File: src/rtl/board_input_pkg.sv
// Shared constants for the board input controller.
//   ADDR_*        : Avalon-MM word addresses of the four registers
//   INFO_ID       : identifier reported in INFO[31:16]
//   N_*_DEFAULT   : default pushbutton / switch counts for the DE1-SoC
package board_input_pkg;

    localparam int N_KEY_DEFAULT = 4;
    localparam int N_SW_DEFAULT  = 10;

    localparam logic [1:0] ADDR_DATA = 2'd0;
    localparam logic [1:0] ADDR_EDGE = 2'd1;
    localparam logic [1:0] ADDR_MASK = 2'd2;
    localparam logic [1:0] ADDR_INFO = 2'd3;

    localparam logic [15:0] INFO_ID = 16'h1D0C;

endpackage

File: src/rtl/debounce_bit.sv
// Single-bit synchroniser and debouncer.
//   clk, reset : system clock, synchronous active-high reset
//   din        : raw asynchronous input, already active-high
//   deb        : debounced value
//   toggle     : high in the cycle whose clock edge flips deb
//                (the new value of deb is ~deb)
// deb only follows the synchronised input after it has differed from deb
// for DEBOUNCE_CYCLES consecutive cycles. Any return to the current deb
// value restarts the count, so shorter glitches are ignored.
module debounce_bit #(
    parameter int DEBOUNCE_CYCLES = 1_000_000
) (
    input  logic clk,
    input  logic reset,
    input  logic din,
    output logic deb,
    output logic toggle
);

    localparam int CNT_W = $clog2(DEBOUNCE_CYCLES);
    localparam logic [CNT_W-1:0] CNT_MAX = CNT_W'(DEBOUNCE_CYCLES - 1);

    logic             sync1_reg;
    logic             sync2_reg;
    logic             deb_reg;
    logic [CNT_W-1:0] cnt_reg;

    assign deb    = deb_reg;
    assign toggle = (sync2_reg != deb_reg) && (cnt_reg == CNT_MAX);

    always_ff @(posedge clk) begin
        if (reset) begin
            sync1_reg <= 1'b0;
            sync2_reg <= 1'b0;
            deb_reg   <= 1'b0;
            cnt_reg   <= '0;
        end else begin
            sync1_reg <= din;
            sync2_reg <= sync1_reg;
            if (sync2_reg == deb_reg) begin
                cnt_reg <= '0;
            end else if (cnt_reg == CNT_MAX) begin
                deb_reg <= sync2_reg;
                cnt_reg <= '0;
            end else begin
                cnt_reg <= cnt_reg + 1'b1;
            end
        end
    end

endmodule

File: src/rtl/board_input_ctrl.sv
// DE1-SoC KEY/SW input stage with an Avalon-MM slave for the Nios.
//   clk, reset      : system clock, synchronous active-high reset
//   key_n           : raw pushbuttons, 0 = pressed
//   sw              : raw slider switches, 1 = on
//   avs_address     : register word address (DATA, EDGE, MASK, INFO)
//   avs_read/write  : bus strobes; avs_writedata write data
//   avs_readdata    : read data, valid the cycle after avs_read
//   irq             : level interrupt, |(EDGE & MASK)
// Bit order everywhere is {sw, key}: keys in the low N_KEY bits.
module board_input_ctrl
    import board_input_pkg::*;
#(
    parameter int DEBOUNCE_CYCLES = 1_000_000,
    parameter int N_KEY           = N_KEY_DEFAULT,
    parameter int N_SW            = N_SW_DEFAULT
) (
    input  logic              clk,
    input  logic              reset,
    input  logic [N_KEY-1:0]  key_n,
    input  logic [N_SW-1:0]   sw,
    input  logic [1:0]        avs_address,
    input  logic              avs_read,
    input  logic              avs_write,
    input  logic [31:0]       avs_writedata,
    output logic [31:0]       avs_readdata,
    output logic              irq
);

    localparam int N_IN = N_KEY + N_SW;

    logic [N_IN-1:0] raw_in;
    logic [N_IN-1:0] deb_bits;
    logic [N_IN-1:0] toggle_bits;
    logic [N_IN-1:0] edge_set;

    logic [N_IN-1:0] edge_reg, edge_next;
    logic [N_IN-1:0] mask_reg, mask_next;
    logic [31:0]     readdata_reg, readdata_next;

    logic [N_IN-1:0] edge_clr;
    logic [31:0]     data_word;
    logic [31:0]     edge_word;
    logic [31:0]     mask_word;
    logic [31:0]     info_word;
    logic            unused_wd;

    // Keys are inverted before synchronising so a press is a 0->1 change.
    assign raw_in = {sw, ~key_n};

    generate
        for (genvar gi = 0; gi < N_IN; gi++) begin : g_in
            debounce_bit #(
                .DEBOUNCE_CYCLES (DEBOUNCE_CYCLES)
            ) u_debounce (
                .clk    (clk),
                .reset  (reset),
                .din    (raw_in[gi]),
                .deb    (deb_bits[gi]),
                .toggle (toggle_bits[gi])
            );

            // Keys report presses only; switches report both directions.
            if (gi < N_KEY) begin : g_key_evt
                assign edge_set[gi] = toggle_bits[gi] & ~deb_bits[gi];
            end else begin : g_sw_evt
                assign edge_set[gi] = toggle_bits[gi];
            end
        end
    endgenerate

    assign unused_wd = ^avs_writedata[31:N_IN];

    always_comb begin
        data_word = '0;
        edge_word = '0;
        mask_word = '0;
        data_word[N_IN-1:0] = deb_bits;
        edge_word[N_IN-1:0] = edge_reg;
        mask_word[N_IN-1:0] = mask_reg;
    end

    assign info_word = {INFO_ID, 8'h00, 8'(N_IN)};

    always_comb begin
        edge_clr      = '0;
        mask_next     = mask_reg;
        readdata_next = readdata_reg;

        if (avs_write && avs_address == ADDR_EDGE) begin
            edge_clr = avs_writedata[N_IN-1:0];
        end
        if (avs_write && avs_address == ADDR_MASK) begin
            mask_next = avs_writedata[N_IN-1:0];
        end

        // A new event wins over a simultaneous write-1-to-clear.
        edge_next = (edge_reg & ~edge_clr) | edge_set;

        // Read mux uses current register values, so a read paired with a
        // write returns the pre-write contents.
        if (avs_read) begin
            case (avs_address)
                ADDR_DATA: readdata_next = data_word;
                ADDR_EDGE: readdata_next = edge_word;
                ADDR_MASK: readdata_next = mask_word;
                default:   readdata_next = info_word;
            endcase
        end
    end

    always_ff @(posedge clk) begin
        if (reset) begin
            edge_reg     <= '0;
            mask_reg     <= '0;
            readdata_reg <= '0;
        end else begin
            edge_reg     <= edge_next;
            mask_reg     <= mask_next;
            readdata_reg <= readdata_next;
        end
    end

    assign avs_readdata = readdata_reg;
    assign irq          = |(edge_reg & mask_reg);

endmodule

File: config.mk
export PLATFORM = sky130hd
export DESIGN_NAME = board_input_ctrl
export DESIGN_NICKNAME = d
export VERILOG_FILES = /design/src/rtl/board_input_pkg.sv /design/src/rtl/debounce_bit.sv /design/src/rtl/board_input_ctrl.sv
export SDC_FILE = /design/constraint.sdc
export NUM_CORES = 1
export LEC_CHECK = 0
export CAP_MARGIN = 20
export CORE_ASPECT_RATIO = 0.5
export CORE_MARGIN = 10
export CORE_UTILIZATION = 35
export CTS_BUF_LIST = sky130_fd_sc_hd__clkbuf_8
export DETAILED_ROUTE_END_ITERATION = 16
export DONT_BUFFER_PORTS = 1
export PLACE_DENSITY = 0.54
export SETUP_SLACK_MARGIN = 0.1
export SLEW_MARGIN = 20
export SYNTH_ARGS = -nofsm -noshare
export SYNTH_HDL_FRONTEND = slang
export SYNTH_SLANG_ARGS = --single-unit
File: constraint.sdc
create_clock -name clk -period 2.6 [get_ports clk]
set_input_delay 0.52 -clock clk [delete_from_list [all_inputs] [get_ports clk]]
set_output_delay 0.52 -clock clk [all_outputs]
set_load 0.02 [all_outputs]
==> summary.txt, run 1 <==
Floorplan
  • Initial core utilization: 0.354
  • Core area: 45300 sq um
  • I/O pin count: 85
  • Chip Width: 323 um
  • Cell row count: 55
  • Die ar.: 55300 sq um
  • Height of the chip: 171 um

Synthesis
  • Synth area leaders: dfxtp_1 46%, xnor2_1 6.6%, nor2_1 6.1%, a21oi_1 4.1%, nand3_1 3.5%
  • Distinct cells, synth: 59
  • Post-synth top area share: 0.455
  • Post-Synthesis Cells: 1863
  • Avg Cell Area, Syn: 8.62 sq um
  • Syn Std Cell Area: 16100 sq um
  • Count leader, synth: dfxtp_1
  • Top FF cell, synth: dfxtp_1
  • Sequential share of the synthesized area: 0.455
  • Synth Warn #: 0
  • Commonest cells in the netlist: 365 x dfxtp_1, 259 x nor2_1, 131 x a21oi_1
  • Yosys reg bits: 365
  • Largest area contributor in the netlist: dfxtp_1
  • Asr flop ratio synth: 0
  • EDFF count, synth: 0

Pwr
  • Logic gate share of total power: 0.022
  • Design Power: 0.0109 W
  • Clk network pwr share: 0.457
  • Net Sw Power: 0.00248 W
  • Sw Ratio: 0.228
  • Leakage: 5.40 nW
  • Maximum vdd drop: 0.324 mV
  • Seq pwr share: 0.522
  • Power Density: 601 nW/um^2
  • Int Pwr: ~0.0084 W

Clock network
  • Worst-path clk slew: roughly 70 ps
  • CTS root buffer: clkbuf_8
  • Htree depth: 2
  • Max Root-Sink Buffers: 3
  • CTS tree: yes
  • Num CTS Buffers: 56
  • Clk_lat worst skew: 610 ps
  • CTS sink count: 365

Routing
  • Antenna-violating nets left: 0
  • Wirelength per Cell: between 10 and 15 um
  • Vias per cell: 5.03
  • DRT Wirelength: 35.6 mm
  • Drt first pass iters: 4
  • Drt drc: 0
  • DR vias: ~13000
  • Initial detailed-routing violation count: 675

Timing
  • Final total negative setup slack: 0 ps
  • RSZ-0062 raised after global routing: no
  • Final hold violations: 0
  • Worst-margin pin slew: approximately 660 ps
  • Fmax: about 0.42 GHz
  • Slew Limit Fails: 0
  • Final Setup Violations: 0
  • Fin Clk Skew: 21.1 ps
  • Crit share post-route: 0.921
  • Hold slack: 70.6 ps
  • Rel. slew slack: 0.560
  • Minimum clock period: 2400 ps

Worst setup path
  • Crit path max-delay cell type: nand4_1
  • CP startpoint kind: register
  • Critical Path Sink Type: output pin
  • Critical Path AT: 1880 ps
  • Slowest Stage Delay on Critical Path: between 300 and 400 ps
  • Crit path max-delay family: compound AO/OA/AOI/OAI gates
  • Req. time, crit path: approximately 2100 ps
  • Max FO, Critical Path: 3
  • Crit path buf inv count: 0
  • Critical path type: register to output pin
  • R2R setup slack: roughly 420 ps
  • Crit-path cells: a22oi_2, nand2_1, a221oi_2, nand4_1

Final layout
  • Area Growth Syn to Fin: 13.0%
  • Design area: 18100 sq um
  • Ant diodes: 0
  • Number of flip-flops in the largest register: 280
  • Proportion of layout cells with a drive suffix above 1: 0.0714
  • Final #Nets: 1969

Outcome
  • Status: completed

Placement
  • Port bufs: 0
  • Detailed Place HPWL: 22.8 mm
  • GPL Wtd Cong: 0.751
  • Area post-placement: around 17000 sq um

GRT
  • Vias in the first global route: 11627
  • GRT Total Usage: 0.126
  • Maximum number of pins on one net before global-route repair: 73
  • Initial antenna violation count: 0
  • First-pass GRT wire length: roughly 59 mm
  • GR Overflow Total: 0

Min path
  • Worst min path class: input port to register

Job
  • # Max-Cap Violations: 0
[logic make-up after synthesis]
logic type               after synthesis  synth area share
flip-flops                           365             0.455
other                                  1          0.000234
AND/OR/NAND/NOR                      866             0.285
buffers and inverters                147            0.0405
adder cells (fa/ha/maj)               14            0.0109
AO/OA/AOI/OAI                        274             0.100
multiplexers                          14           0.00896
XOR/XNOR                             182            0.0993
[path summary, 6_finish.rpt]
check	from	cells past startpoint	to
worst min register to register	g_in[7].u_debounce.sync1_reg	1	g_in[7].u_debounce.sync2_reg
worst max-delay path	edge_reg[7]	4	irq
worst min-delay path	sw[6]	1	g_in[10].u_debounce.sync1_reg
worst max register to register	g_in[3].u_debounce.cnt_reg[12]	4	g_in[3].u_debounce.cnt_reg[11]
[through the flow]
step	setup slack [ps]	instances	util
2_1_floorplan	606	1874	-
6_report	205	2546	0.401
3_3_place_gp	410	2411	0.367
5_1_grt	112	2546	0.401
3_5_place_dp	412	2411	0.367
4_1_cts	143	2546	0.401
[routing by layer]
| metal | vias up | track usage | wire length (um) |
|---|---|---|---|
| met5 | - | 0 | 0 |
| met2 | 154 | 0.199 | 15800 |
| li1 | 6650 | - | - |
| met4 | 0 | 0.0403 | 786 |
| met1 | 5946 | 0.170 | 17700 |
| met3 | 59 | 0.0242 | 1300 |
[repair_timing]
| action | in CTS | in global routing |
|---|---|---|
| hold buffers | 32 | 0 |
| gates resized for setup | 2 | 0 |
| setup endpoints to repair | 1 | 0 |
| buffers inserted | 0 | 0 |
| hold endpoints to repair | 76 | 0 |
[final cells by class]
class | instances | area (sq um)
clock buffer | 79 | 1090
tap | 598 | 748
fill | 4617 | 27100
multi-input combinational | 1362 | 8150
inverter | 63 | 236
timing repair buffer | 55 | 510
sequential | 365 | 7310
clock inverter | 24 | 108
[cells in the final DEF (no fill, tap or decap), drive strengths merged, types with 12 or more instances in the layout]
| cell type | Yosys | routed |
|---|---|---|
| inv | 63 | 77 |
| and3 | 21 | 21 |
| nand2 | 130 | 130 |
| o21ai | 71 | 71 |
| nor2 | 259 | 259 |
| or4 | 58 | 58 |
| nor3 | 31 | 31 |
| or3 | 63 | 63 |
| nor4 | 37 | 37 |
| xnor2 | 121 | 121 |
| a21oi | 131 | 131 |
| buf | 38 | 24 |
| ha | 14 | 14 |
| conb | 1 | 12 |
| clkbuf | 46 | 79 |
| nor2b | 25 | 25 |
| dlygate4sd3 | 0 | 31 |
| o31ai | 34 | 34 |
| nor4b | 19 | 19 |
| dfxtp | 365 | 365 |
| nand3 | 115 | 115 |
| nand4 | 47 | 47 |
| and4 | 16 | 16 |
| xor2 | 61 | 61 |
[power by group through the flow]
stage	sequential (W)	combinational [W]	clock, W
CTS	0.00568	0.000238	0.00520
floorplan	0.00580	0.000178	0
global placement	0.00581	0.000168	0
global route	0.00569	0.000260	0.00545
detailed placement	0.00581	0.000169	0
finish	0.00568	0.000236	0.00498
Note: power is estimated with default switching activity, not from simulation.
==> run 2, diff against run 1 <==
--- a/config.mk
+++ b/config.mk
@@ -8,11 +8,11 @@
 export CAP_MARGIN = 20
 export CORE_ASPECT_RATIO = 0.5
 export CORE_MARGIN = 10
-export CORE_UTILIZATION = 35
+export CORE_UTILIZATION = 50
 export CTS_BUF_LIST = sky130_fd_sc_hd__clkbuf_8
 export DETAILED_ROUTE_END_ITERATION = 16
 export DONT_BUFFER_PORTS = 1
-export PLACE_DENSITY = 0.54
+export PLACE_DENSITY = 0.7
 export SETUP_SLACK_MARGIN = 0.1
 export SLEW_MARGIN = 20
 export SYNTH_ARGS = -nofsm -noshare
==> run 2 against run 1 <==
Total power down 5.4%. Highest routed layer unchanged. Combinational power decreased by 15%. Sequential share of layout area is 1.5 points higher. Non-clock buffer count is 28 lower. Clock skew up 6.4 ps.
==> summary.txt, run 2 (same netlist as run 1, synthesis figures left out) <==
Outcome
  • Status: completed

Floorplan
  • Height of the chip: 147 um
  • Cell row count: 46
  • Core area: about 32000 sq um
  • I/O pin count: 85
  • Initial core utilization: 0.507
  • Die ar.: 40100 sq um
  • Chip Width: 273 um

Routing
  • DRT Wirelength: roughly 33 mm
  • Highest Signal Layer: met4
  • Vias per cell: 5.43
  • DR vias: roughly 13000
  • Wirelength per Cell: 14.0 um
  • Drt first pass iters: 4
  • Initial detailed-routing violation count: 719
  • Met3 WL post-DR: 1.36 mm
  • Metal2 WL: 14.5 mm
  • Drt drc: 0
  • Antenna-violating nets left: 0
  • Met1 Wirelength: 16.0 mm

Worst setup path
  • R2R setup slack: 390 ps
  • Crit path max-delay cell type: dfxtp_1
  • Critical path type: register to output pin
  • Slowest Stage Delay on Critical Path: 330 ps
  • Crit-path cells: a22o_1, a221oi_1, nand4_1
  • R2R Path End: g_in[3].u_debounce.cnt_reg[14]
  • Crit path max-delay family: compound AO/OA/AOI/OAI gates
  • Critical Path Sink Type: output pin
  • Max FO, Critical Path: 3
  • CP startpoint kind: register
  • Critical Path AT: around 1800 ps
  • R2r worst-path depth: 4
  • Req. time, crit path: between 2000 and 2500 ps
  • R2r startpoint: g_in[3].u_debounce.cnt_reg[12]
  • Worst path depth: 3
  • Crit path buf inv count: 0

Placement
  • Placed cells: 2240
  • Detailed Place HPWL: 21.6 mm
  • Port bufs: 0
  • GPL Wtd Cong: 0.794
  • Area post-placement: between 15000 and 20000 sq um

Pwr
  • Maximum vdd drop: 0.295 mV
  • Leakage: 5.18 nW
  • Power Density: 590 nW/um^2
  • Design Power: 0.0103 W

GRT
  • Maximum number of pins on one net before global-route repair: 74
  • Vias in the first global route: between 10000 and 15000
  • GR Overflow Total: 0
  • Initial antenna violation count: 0
  • GRT Total Usage: 0.160
  • First-pass GRT wire length: 55.9 mm

Job
  • # Max-Cap Violations: 0

Clock network
  • CTS tree: yes
  • CTS root buffer: clkbuf_8
  • Clk_lat worst skew: 600 ps
  • Num CTS Buffers: about 50
  • CTS sink count: 365
  • Worst-path clk slew: approximately 60 ps
  • Htree depth: 2
  • Max Root-Sink Buffers: 3
  • Post-CTS sizing: 0

Timing
  • Minimum clock period: 2320 ps
  • Rel. slew slack: 0.548
  • Crit share post-route: 0.892
  • Worst-margin pin slew: 679 ps
  • Final total negative setup slack: 0 ps
  • Final hold violations: 0
  • Hold slack: 53.0 ps
  • Fmax: 0.431 GHz
  • Final Setup Violations: 0
  • RSZ-0062 raised after global routing: no
  • Fin Clk Skew: between 20 and 30 ps
  • Slew Limit Fails: 0

Final layout
  • Area Growth Syn to Fin: 8.87%
  • Multi-input logic area: 8130 sq um
  • Cell Count, Final, Fillers Out: 2339
  • Number of flip-flops in the largest register: 280
  • Fill cells: 2952
  • Leading cell type in the layout, fill and taps excluded: dfxtp_1
  • Register area: about 7300 sq um
  • Design area: 17500 sq um
  • Proportion of layout cells with a drive suffix above 1: 0.0614
  • Most frequent cells in the layout: 365 x dfxtp_1, 259 x nor2_1, 131 x a21oi_1
  • Final #Nets: 1936

Min path
  • Hold path start: avs_writedata[5]
  • WHS Path Cells: 2
  • Hold Path Sink: mask_reg[5]
  • Worst min path class: input port to register
## run 2: cell count changes in the layout (fill, tap and decap cells not counted), moves of 2 or more
cell / before / now
dlygate4sd3_1: 31 / 8
clkbuf_8: 79 / 60
buf_4: 23 / 18
bufinv_16: 0 / 2
## run 2: worst max-delay path by stage
stage                                         from                              end
floorplan           g_in[10].u_debounce.cnt_reg[0]  g_in[10].u_debounce.cnt_reg[18]
global placement    g_in[3].u_debounce.cnt_reg[12]    g_in[3].u_debounce.cnt_reg[5]
detailed placement  g_in[3].u_debounce.cnt_reg[12]   g_in[3].u_debounce.cnt_reg[11]
CTS                                    mask_reg[7]                              irq
global route                           edge_reg[8]                              irq
finish                                 edge_reg[8]                              irq
## run 2: cell type report
type | instances | area share
timing repair buffer | 27 | 0.0139
clock inverter | 29 | 0.0106
multi-input combinational | 1362 | 0.465
clock buffer | 60 | 0.0473
tap | 432 | 0.0309
sequential | 365 | 0.418
inverter | 63 | 0.0135
antenna | 1 | 0.000143
## run 2: per-stage QoR
step | setup slack, ps | util
2_1_floorplan | 606 | -
3_3_place_gp | 427 | 0.517
3_5_place_dp | 402 | 0.517
4_1_cts | 227 | 0.552
5_1_grt | 167 | 0.552
6_report | 281 | 0.552
## run 2: what timing repair did
item                       4_1_cts  5_1_grt
setup endpoints to repair        0        0
hold buffers                     9        0
buffers inserted                 0        0
hold endpoints to repair        75        0
## run 2: where the power goes
| part | leakage, nW | internal, W | switching, W |
|---|---|---|---|
| sequential | 2.95 | 0.00564 | 0.0000465 |
| combinational | 1.65 | 0.0000688 | 0.000131 |
| clock | 0.580 | 0.00230 | 0.00213 |
## run 2: routing by layer
| metal | up-vias | GRT usage |
|---|---|---|
| met5 | - | 0 |
| met4 | 0 | 0.0563 |
| met3 | 50 | 0.0319 |
| met2 | 186 | 0.254 |
| met1 | 5898 | 0.214 |
| li1 | 6574 | - |
==> run 3, diff against run 2 <==
--- a/config.mk
+++ b/config.mk
@@ -12,7 +12,7 @@
 export CTS_BUF_LIST = sky130_fd_sc_hd__clkbuf_8
 export DETAILED_ROUTE_END_ITERATION = 16
 export DONT_BUFFER_PORTS = 1
-export PLACE_DENSITY = 0.7
+export PLACE_DENSITY = 0.62
 export SETUP_SLACK_MARGIN = 0.1
 export SLEW_MARGIN = 20
 export SYNTH_ARGS = -nofsm -noshare
==> constraint.sdc (replaced) <==
create_clock -name clk -period 2.2 [get_ports clk]
set_input_delay 0.44 -clock clk [delete_from_list [all_inputs] [get_ports clk]]
set_output_delay 0.44 -clock clk [all_outputs]
set_load 0.02 [all_outputs]
==> run 3 against run 2 <==
Cell count grew 2.4%. Final area increased by 3.7%. Combinational power up 46%. Sequential share of layout area is 1.4 points lower. Sequential cell count stayed put. Non-clock buffer count is 48 higher. Clock skew fell by 10 ps. Worst hold slack lost 4.7 ps. Critical path depth did not move. Critical endpoint unchanged. Largest cell class unchanged. Largest power group unchanged. Highest routed layer unchanged.
==> summary.txt, run 3 (same netlist as run 1, synthesis figures left out) <==
Outcome
  • Status: completed

Timing
  • Slew Limit Fails: 0
  • Rel. slew slack: 0.359
  • Hold slack: slightly below 50 ps
  • Fin Clk Skew: 17.3 ps
  • Final hold violations: 0
  • RSZ-0062 raised after global routing: yes
  • Worst-margin pin slew: 958 ps
  • Minimum clock period: 2140 ps
  • Crit share post-route: 0.972
  • Final Setup Violations: 0
  • Fmax: 0.468 GHz

Final layout
  • Proportion of layout cells with a drive suffix above 1: 0.0876
  • Cell Count, Final, Fillers Out: 2396
  • Most frequent cells in the layout: 360 x dfxtp_1, 259 x nor2_1, 131 x a21oi_1
  • Final #Nets: a little under 2000
  • Leading cell type in the layout, fill and taps excluded: dfxtp_1
  • Fill cells: 2901
  • Area Growth Syn to Fin: 12.8%
  • Number of flip-flops in the largest register: between 200 and 300
  • Ant diodes: 0

Routing
  • Wirelength per Cell: 14.8 um
  • Vias per cell: about 5.5
  • DR vias: 13297
  • Initial detailed-routing violation count: about 880
  • Antenna-violating nets left: 0
  • DRT Wirelength: 35.4 mm
  • Drt drc: 0
  • Drt first pass iters: 5

Worst setup path
  • Critical Path AT: roughly 1700 ps
  • R2r worst-path depth: 6
  • R2r startpoint: g_in[0].u_debounce.cnt_reg[9]
  • Max FO, Critical Path: 3
  • Critical path type: register to output pin
  • CP startpoint kind: register
  • R2R setup slack: 160 ps
  • R2R Path End: g_in[0].u_debounce.cnt_reg[18]
  • Req. time, crit path: ~1800 ps
  • Critical Path Sink Type: output pin

Clock network
  • CTS root buffer: clkbuf_8
  • Worst-path clk slew: 60 ps
  • Clk_lat worst skew: ~600 ps
  • Max Root-Sink Buffers: 3
  • CTS tree: yes
  • Num CTS Buffers: between 50 and 60
  • Htree depth: 2
  • CTS sink count: 365

Job
  • # Max-Cap Violations: 0

Min path
  • Hold Path Sink: g_in[7].u_debounce.sync1_reg
  • Worst min path class: input port to register
  • Hold path start: sw[3]
  • WHS Path Cells: 1

Placement
  • Detailed Place HPWL: between 20 and 25 mm
  • GPL Wtd Cong: 0.843
  • Port bufs: 0
  • Placed cells: roughly 2300

GRT
  • First-pass GRT wire length: 58.9 mm
  • Vias in the first global route: 12507
  • GR Overflow Total: 0
  • GRT Total Usage: 0.169
  • Initial antenna violation count: 0
  • Maximum number of pins on one net before global-route repair: 75

Floorplan
  • Die ar.: 40100 sq um
  • Chip Width: 273 um
  • Height of the chip: 147 um
  • Initial core utilization: 0.507
  • Core area: 31700 sq um
  • I/O pin count: 85
  • Cell row count: 46

Pwr
  • Design Power: 0.0125 W
  • Leakage: 5.50 nW
  • Power Density: ~690 nW/um^2
  • Maximum vdd drop: 0.331 mV
run 3: changes by cell type in the layout (fill, tap and decap cells not counted), moves of 7 or more:
cell	previous run	this run
dlygate4sd3_1	8	33
buf_4	18	34
or4_1	57	49
or4_4	1	9
clkbuf_8	60	67
run 3: metal layers:
layer  GRT usage  share of wire  wire, um
met1       0.211           0.47     16500
met2       0.294           0.48     16800
met3      0.0327          0.037      1310
met4      0.0470          0.021       732
met5           0              0         0
run 3: final cells by class:
type	instances	area, sq um	share of cell area
timing repair buffer	75	718	0.0397
sequential	365	7310	0.404
inverter	63	236	0.0131
multi-input combinational	1362	8210	0.453
clock inverter	32	173	0.00953
clock buffer	67	922	0.0509
tap	432	541	0.0298
run 3: repair_timing:
item / CTS / global route
resized for setup: 8 / 20
setup endpoints to repair: 2 / 85
buffers inserted: 2 / 0
hold endpoints to repair: 77 / 1
pin swaps: 5 / 1
hold buffers: 33 / 1
gates cloned: 0 / 1
run 3: through the flow:
stage | setup WS [ps] | setup TNS [ps] | cell area (sq um) | util
after detailed placement | 66.2 | 0 | 16500 | 0.523
final | 61.5 | 0 | 18100 | 0.572
after floorplan | 206 | 0 | 16100 | -
after global placement | 84.4 | 0 | 16500 | 0.523
after global routing | -15.5 | -15.5 | 18100 | 0.572
after CTS | 27.0 | 0 | 18000 | 0.569
run 3: worst max path at each step:
stage	from	endpoint	slack, ps	cells past startpoint
2_1_floorplan	g_in[10].u_debounce.cnt_reg[0]	g_in[10].u_debounce.cnt_reg[18]	210	6
3_3_place_gp	g_in[10].u_debounce.cnt_reg[0]	g_in[10].u_debounce.cnt_reg[18]	80	5
3_5_place_dp	g_in[10].u_debounce.cnt_reg[0]	g_in[10].u_debounce.cnt_reg[18]	70	5
4_1_cts	mask_reg[7]	irq	30	4
5_1_grt	mask_reg[8]	irq	-20	3
6_report	mask_reg[8]	irq	60	3
run 3: report_power, final:
| part | switching (W) | internal (W) |
|---|---|---|
| logic | 0.000172 | 0.000120 |
| registers | 0.0000572 | 0.00666 |
| clock network | 0.00261 | 0.00287 |
run 3: worst max-delay path: stages (launching register included):
cell	delay, ps
dfxtp_2	330
a22o_1	270
a221oi_2	170
nand4_1	340
